$ cat src/rtl/osc_pkg.sv
// Shared types for the oscillator stream arbiter: core and controller state encodings
// plus the core next-state function.
package osc_pkg;

  typedef enum logic [1:0] {S0 = 2'd0, S1 = 2'd1, S2 = 2'd2, S3 = 2'd3} core_state_e;

  typedef enum logic [1:0] {IDLE, LOAD, RUN, DONE} ctrl_state_e;

  function automatic core_state_e core_next(input core_state_e cur, input logic a);
    core_state_e nxt;
    unique case (cur)
      S0:      nxt = a ? S2 : S1;
      S1:      nxt = a ? S3 : S0;
      S2:      nxt = a ? S0 : S3;
      default: nxt = a ? S1 : S2;
    endcase
    return nxt;
  endfunction

endpackage

$ cat src/rtl/osc_core.sv
// Four-state Mealy core: one input bit per enabled cycle, output mirrors the input.
module osc_core
  import osc_pkg::*;
(
  input  logic        clk,
  input  logic        rst,
  input  logic        clr,
  input  logic        en,
  input  logic        a,
  output logic        y,
  output core_state_e state
);

  core_state_e state_q;

  always_ff @(posedge clk or posedge rst) begin
    if (rst) begin
      state_q <= S0;
    end else if (clr) begin
      state_q <= S0;
    end else if (en) begin
      state_q <= core_next(state_q, a);
    end
  end

  assign y     = a;
  assign state = state_q;

endmodule

$ cat src/rtl/osc_stream_arbiter.sv
// Round-robin two-requester burst controller driving a single osc_core.
// Optional parity output enabled with the OSC_ARB_PARITY_EN macro.
module osc_stream_arbiter
  import osc_pkg::*;
#(
  parameter int unsigned PAT_W = 16,
  parameter int unsigned LEN_W = $clog2(PAT_W)
) (
  input  logic             clk,
  input  logic             rst,
  input  logic             req0,
  input  logic             req1,
  input  logic [LEN_W-1:0] len0,
  input  logic [LEN_W-1:0] len1,
  input  logic [PAT_W-1:0] pat0,
  input  logic [PAT_W-1:0] pat1,
  output logic [1:0]       gnt,
  output logic             busy,
  output logic             done,
  output logic [PAT_W-1:0] result,
  output logic [1:0]       fstate,
  output logic             owner
`ifdef OSC_ARB_PARITY_EN
  ,
  output logic             parity
`endif
);

  ctrl_state_e       state_q, state_d;
  logic              owner_q, prio_q, winner;
  logic [PAT_W-1:0]  pat_q, result_q;
  logic [LEN_W-1:0]  len_q, cnt_q;
  logic [LEN_W:0]    eff_len;
  logic [1:0]        fstate_q;
  logic              last;
  logic              core_clr, core_en, core_a, core_y;
  core_state_e       core_state;

  // prio_q names the requester that wins a tie
  assign winner  = (req0 && req1) ? prio_q : req1;
  assign eff_len = (len_q == '0) ? (LEN_W + 1)'(PAT_W) : {1'b0, len_q};
  assign last    = ({1'b0, cnt_q} == eff_len - 1'b1);
  assign core_a  = pat_q[cnt_q];

  always_comb begin
    state_d  = state_q;
    core_clr = 1'b0;
    core_en  = 1'b0;
    unique case (state_q)
      IDLE: if (req0 || req1) state_d = LOAD;
      LOAD: begin
        core_clr = 1'b1;
        state_d  = RUN;
      end
      RUN: begin
        core_en = 1'b1;
        if (last) state_d = DONE;
      end
      default: state_d = IDLE;
    endcase
  end

  always_ff @(posedge clk or posedge rst) begin
    if (rst) begin
      state_q  <= IDLE;
      owner_q  <= 1'b0;
      prio_q   <= 1'b0;
      pat_q    <= '0;
      len_q    <= '0;
      cnt_q    <= '0;
      result_q <= '0;
      fstate_q <= '0;
    end else begin
      state_q <= state_d;
      unique case (state_q)
        IDLE: begin
          if (state_d == LOAD) begin
            owner_q <= winner;
            prio_q  <= ~winner;
          end
        end
        LOAD: begin
          pat_q    <= owner_q ? pat1 : pat0;
          len_q    <= owner_q ? len1 : len0;
          cnt_q    <= '0;
          result_q <= '0;
        end
        RUN: begin
          result_q[cnt_q] <= core_y;
          cnt_q           <= cnt_q + 1'b1;
          // Capture the post-update state so fstate stays valid after the next LOAD clears the core
          if (last) fstate_q <= core_next(core_state, core_a);
        end
        default: ;
      endcase
    end
  end

  osc_core u_core (
    .clk   (clk),
    .rst   (rst),
    .clr   (core_clr),
    .en    (core_en),
    .a     (core_a),
    .y     (core_y),
    .state (core_state)
  );

  assign busy   = (state_q != IDLE);
  assign done   = (state_q == DONE);
  assign gnt    = busy ? (owner_q ? 2'b10 : 2'b01) : 2'b00;
  assign result = result_q;
  assign fstate = fstate_q;
  assign owner  = owner_q;

`ifdef OSC_ARB_PARITY_EN
  assign parity = ^result_q;
`endif

endmodule

$ cat config.mk
export PLATFORM = sky130hd
export DESIGN_NAME = osc_stream_arbiter
export DESIGN_NICKNAME = d
export VERILOG_FILES = /design/src/rtl/osc_pkg.sv /design/src/rtl/osc_core.sv /design/src/rtl/osc_stream_arbiter.sv
export SDC_FILE = /design/constraint.sdc
export NUM_CORES = 1
export LEC_CHECK = 0
export ABC_AREA = 1
export CAP_MARGIN = 20
export CORE_AREA = 2 2 92 68
export DETAILED_ROUTE_END_ITERATION = 8
export DIE_AREA = 0 0 94 70
export PLACE_DENSITY_LB_ADDON = 0.25
export SLEW_MARGIN = 20
export SYNTH_ARGS = -nofsm -noshare
export SYNTH_HDL_FRONTEND = slang
export SYNTH_HIERARCHICAL = 1
export SYNTH_SLANG_ARGS = --single-unit
$ cat constraint.sdc
create_clock -name clk -period 2 [get_ports clk]
set_input_delay 0.2 -clock clk [delete_from_list [all_inputs] [get_ports clk]]
set_output_delay 0.2 -clock clk [all_outputs]
set_load 0.005 [all_outputs]
==> qor.yml <==
sta:
  rsz0062_at_grt: "yes"
  timing.final.hold_violations: 0
  slew_violations: 0
  hold_slack_ns: 0.0746
  setup_violations: 0
  post-route-period-util: 0.936
  worst_pin_slew_ns: 0.577
  slew_headroom: 0.615
  fmax_ghz: 0.534
  fin_crit_ns: 1.87
  fin_worst_skew_ns: 0.0152
logic_synthesis:
  synth.distinct_cells: 29
  syn_inst: 344
  ys_warn_count: 6
  synth_nets: 398
  ys_seq_elements: 48
  synth_area_mm2: 0.00270
  avgSynthCellArea_um2: 7.83
  synth-seq-area-share: 0.446
clock_tree:
  h-tree-depth: 2
  path_clk_slew_ns: 0.08
  clk_path_buf_depth: 2
  clock_latency_ns: 0.31
  cts_made_buffers: 5
  root_buffer: "clkbuf_8"
  numClockSinks: 48
  cts_tree: "yes"
status:
  status: "complete, no violations"
cells_and_area:
  layout_common_cells: "nand2_1, clkdlybuf4s50_1, dfrtp_1, inv_1, nor2_1"
  multi_input_area_mm2: 0.00123
  drive_gt1_frac: 0.0949
  final_common_cell: "nand2_1"
  fin_cells: 489
  diodes: 0
  area_growth_pct: 31.1
  nFillCells: 521
  finalNetCount: 464
  fin_util: 0.603
  seqCellArea_mm2: 0.00120
placed_design:
  post-dp-hpwl_mm: 4.80
  portBuffers: 66
  place_congestion: 0.920
  place_inst: 481
critical_path:
  rrSetupSlack_ns: 0.19
  r2r-end: "result[7]"
  critical_path.startpoint_type: "register"
  reg2reg_from: "cnt_q[0]"
  cp-end-kind: "output port"
  worstPathArrival_ns: 1.67
  crit_fanout: 4
  r2r_cells: 9
  crit_type: "register to output port"
  critPathRequiredTime_ns: 1.80
floorplan:
  row_count: 24
  core_mm2: 0.00586
  die-area_mm2: 0.00658
  start_util: 0.460
  fp.dieW_um: 94
  die_y_um: 70
  ios: 67
grt:
  track_usage: 0.210
  grt_pass1_vias: 2356
  grt_max_degree: 47
  grt_pass1_wl_mm: 11.0
  grt_overflow_total: 0
  antenna_found_initial: 0
route:
  ant_nets: 0
  drcViolationCount: 0
  drtPass1Iterations: 4
  wl_per_cell_um: 13.1
  vias: 2471
  wirelength_mm: 6.41
  via_per_inst: 5.05
  first_iter_violations: 132
power:
  p_total_mw: 4.70
  ir_drop_uv: 857
  powerDensity_mw_per_mm2: 1330
  power_leakage_nw: 1.62
min_path:
  worstHoldPathType: "input port to async pin"
flow_run:
  drv_cap: 0
-- layout make-up --
cell class,instances,area share
Tap cell,78,0.0276
Multi-Input combinational cell,239,0.350
Sequential cell,48,0.341
Clock inverter,3,0.0135
Timing Repair Buffer,74,0.204
Clock buffer,5,0.0195
Inverter,42,0.0453
-- what timing repair did --
item | in CTS | in global routing
resized for setup | 1 | 1
hold buffers | 0 | 0
endpoints found under the hold margin | 0 | 0
pin swaps | 0 | 0
buffers inserted | 0 | 0
setup endpoints to repair | 9 | 14
-- worst max-delay path: stages (launching register included) --
cell	delay, ns
dfrtp_1	0.41
inv_1	0.09
ha_1	0.25
inv_1	0.12
clkdlybuf4s50_1	0.51
-- where the power goes --
group          total, mW  internal [mW]  switching (mW)
Sequential          1.62           1.33           0.288
Clock              0.720          0.377           0.343
Combinational       2.36          0.973            1.39
-- Yosys cell counts --
master,count,area share
nand2_1,89,0.12
dfrtp_1,48,0.45
inv_1,37,0.052
nor2_1,32,0.045
o21ai_0,31,0.058
nand3_1,26,0.048
o22ai_1,12,0.028
ha_1,10,0.046
a31oi_1,9,0.021
clkbuf_1,8,0.011
a21oi_1,6,0.011
o211ai_2,5,0.023
inv_2,4,0.0056
buf_6,3,0.013
nand2_2,3,0.0070
nand3_2,3,0.011
nor2_2,3,0.0070
buf_4,2,0.0056
nand4_1,2,0.0046
o21ai_1,2,0.0037
a21oi_2,1,0.0033
a221oi_1,1,0.0033
buf_2,1,0.0019
buf_8,1,0.0056
inv_4,1,0.0023
nor3_1,1,0.0019
o211ai_1,1,0.0028
o21bai_1,1,0.0028
o21bai_4,1,0.0070
-- stage by stage --
step / area, um^2 / TNS (ns) / worst slack (ns)
floorplan: 2700 / 0 / 0.207
global placement: 3410 / 0 / 0.134
detailed placement: 3410 / -0.0229 / -0.0188
CTS: 3530 / 0 / 0.110
global route: 3530 / -0.00415 / -0.00415
finish: 3530 / 0 / 0.127
-- kinds of logic after synthesis --
logic type	count (synthesis)	synth area share
adders and majority gates	10	0.0464
DFF	48	0.446
AOI/OAI and AO/OA	70	0.163
buffers and inverters	57	0.0961
and+or+nand+nor	159	0.248
-- flip-flops by register name, summed over array words and instances, names as in the netlist --
name / count
pat_q: 16
result: 16
cnt_q: 4
len_q: 4
fstate: 2
state_q: 2
u_core/state: 2
owner: 1
prio_q: 1
-- routing by layer --
metal,global-route usage,vias up,part of all wire
met5,0,-,0
met3,0.0475,7,0.050
met4,0.0580,0,0.0092
met2,0.304,56,0.42
li1,-,1260,-
met1,0.316,1148,0.52
-- how the worst max path moves through the flow --
stage	endpoint	startpoint	depth (start not counted)
after floorplan	result[0]	cnt_q[0]	12
after global placement	result[15]	cnt_q[0]	9
after detailed placement	result[7]	cnt_q[0]	9
after CTS	gnt[1]	state_q[0]	4
after global routing	result[4]	cnt_q[0]	9
final	busy	state_q[0]	4
Note: power is estimated with default switching activity, not from simulation.
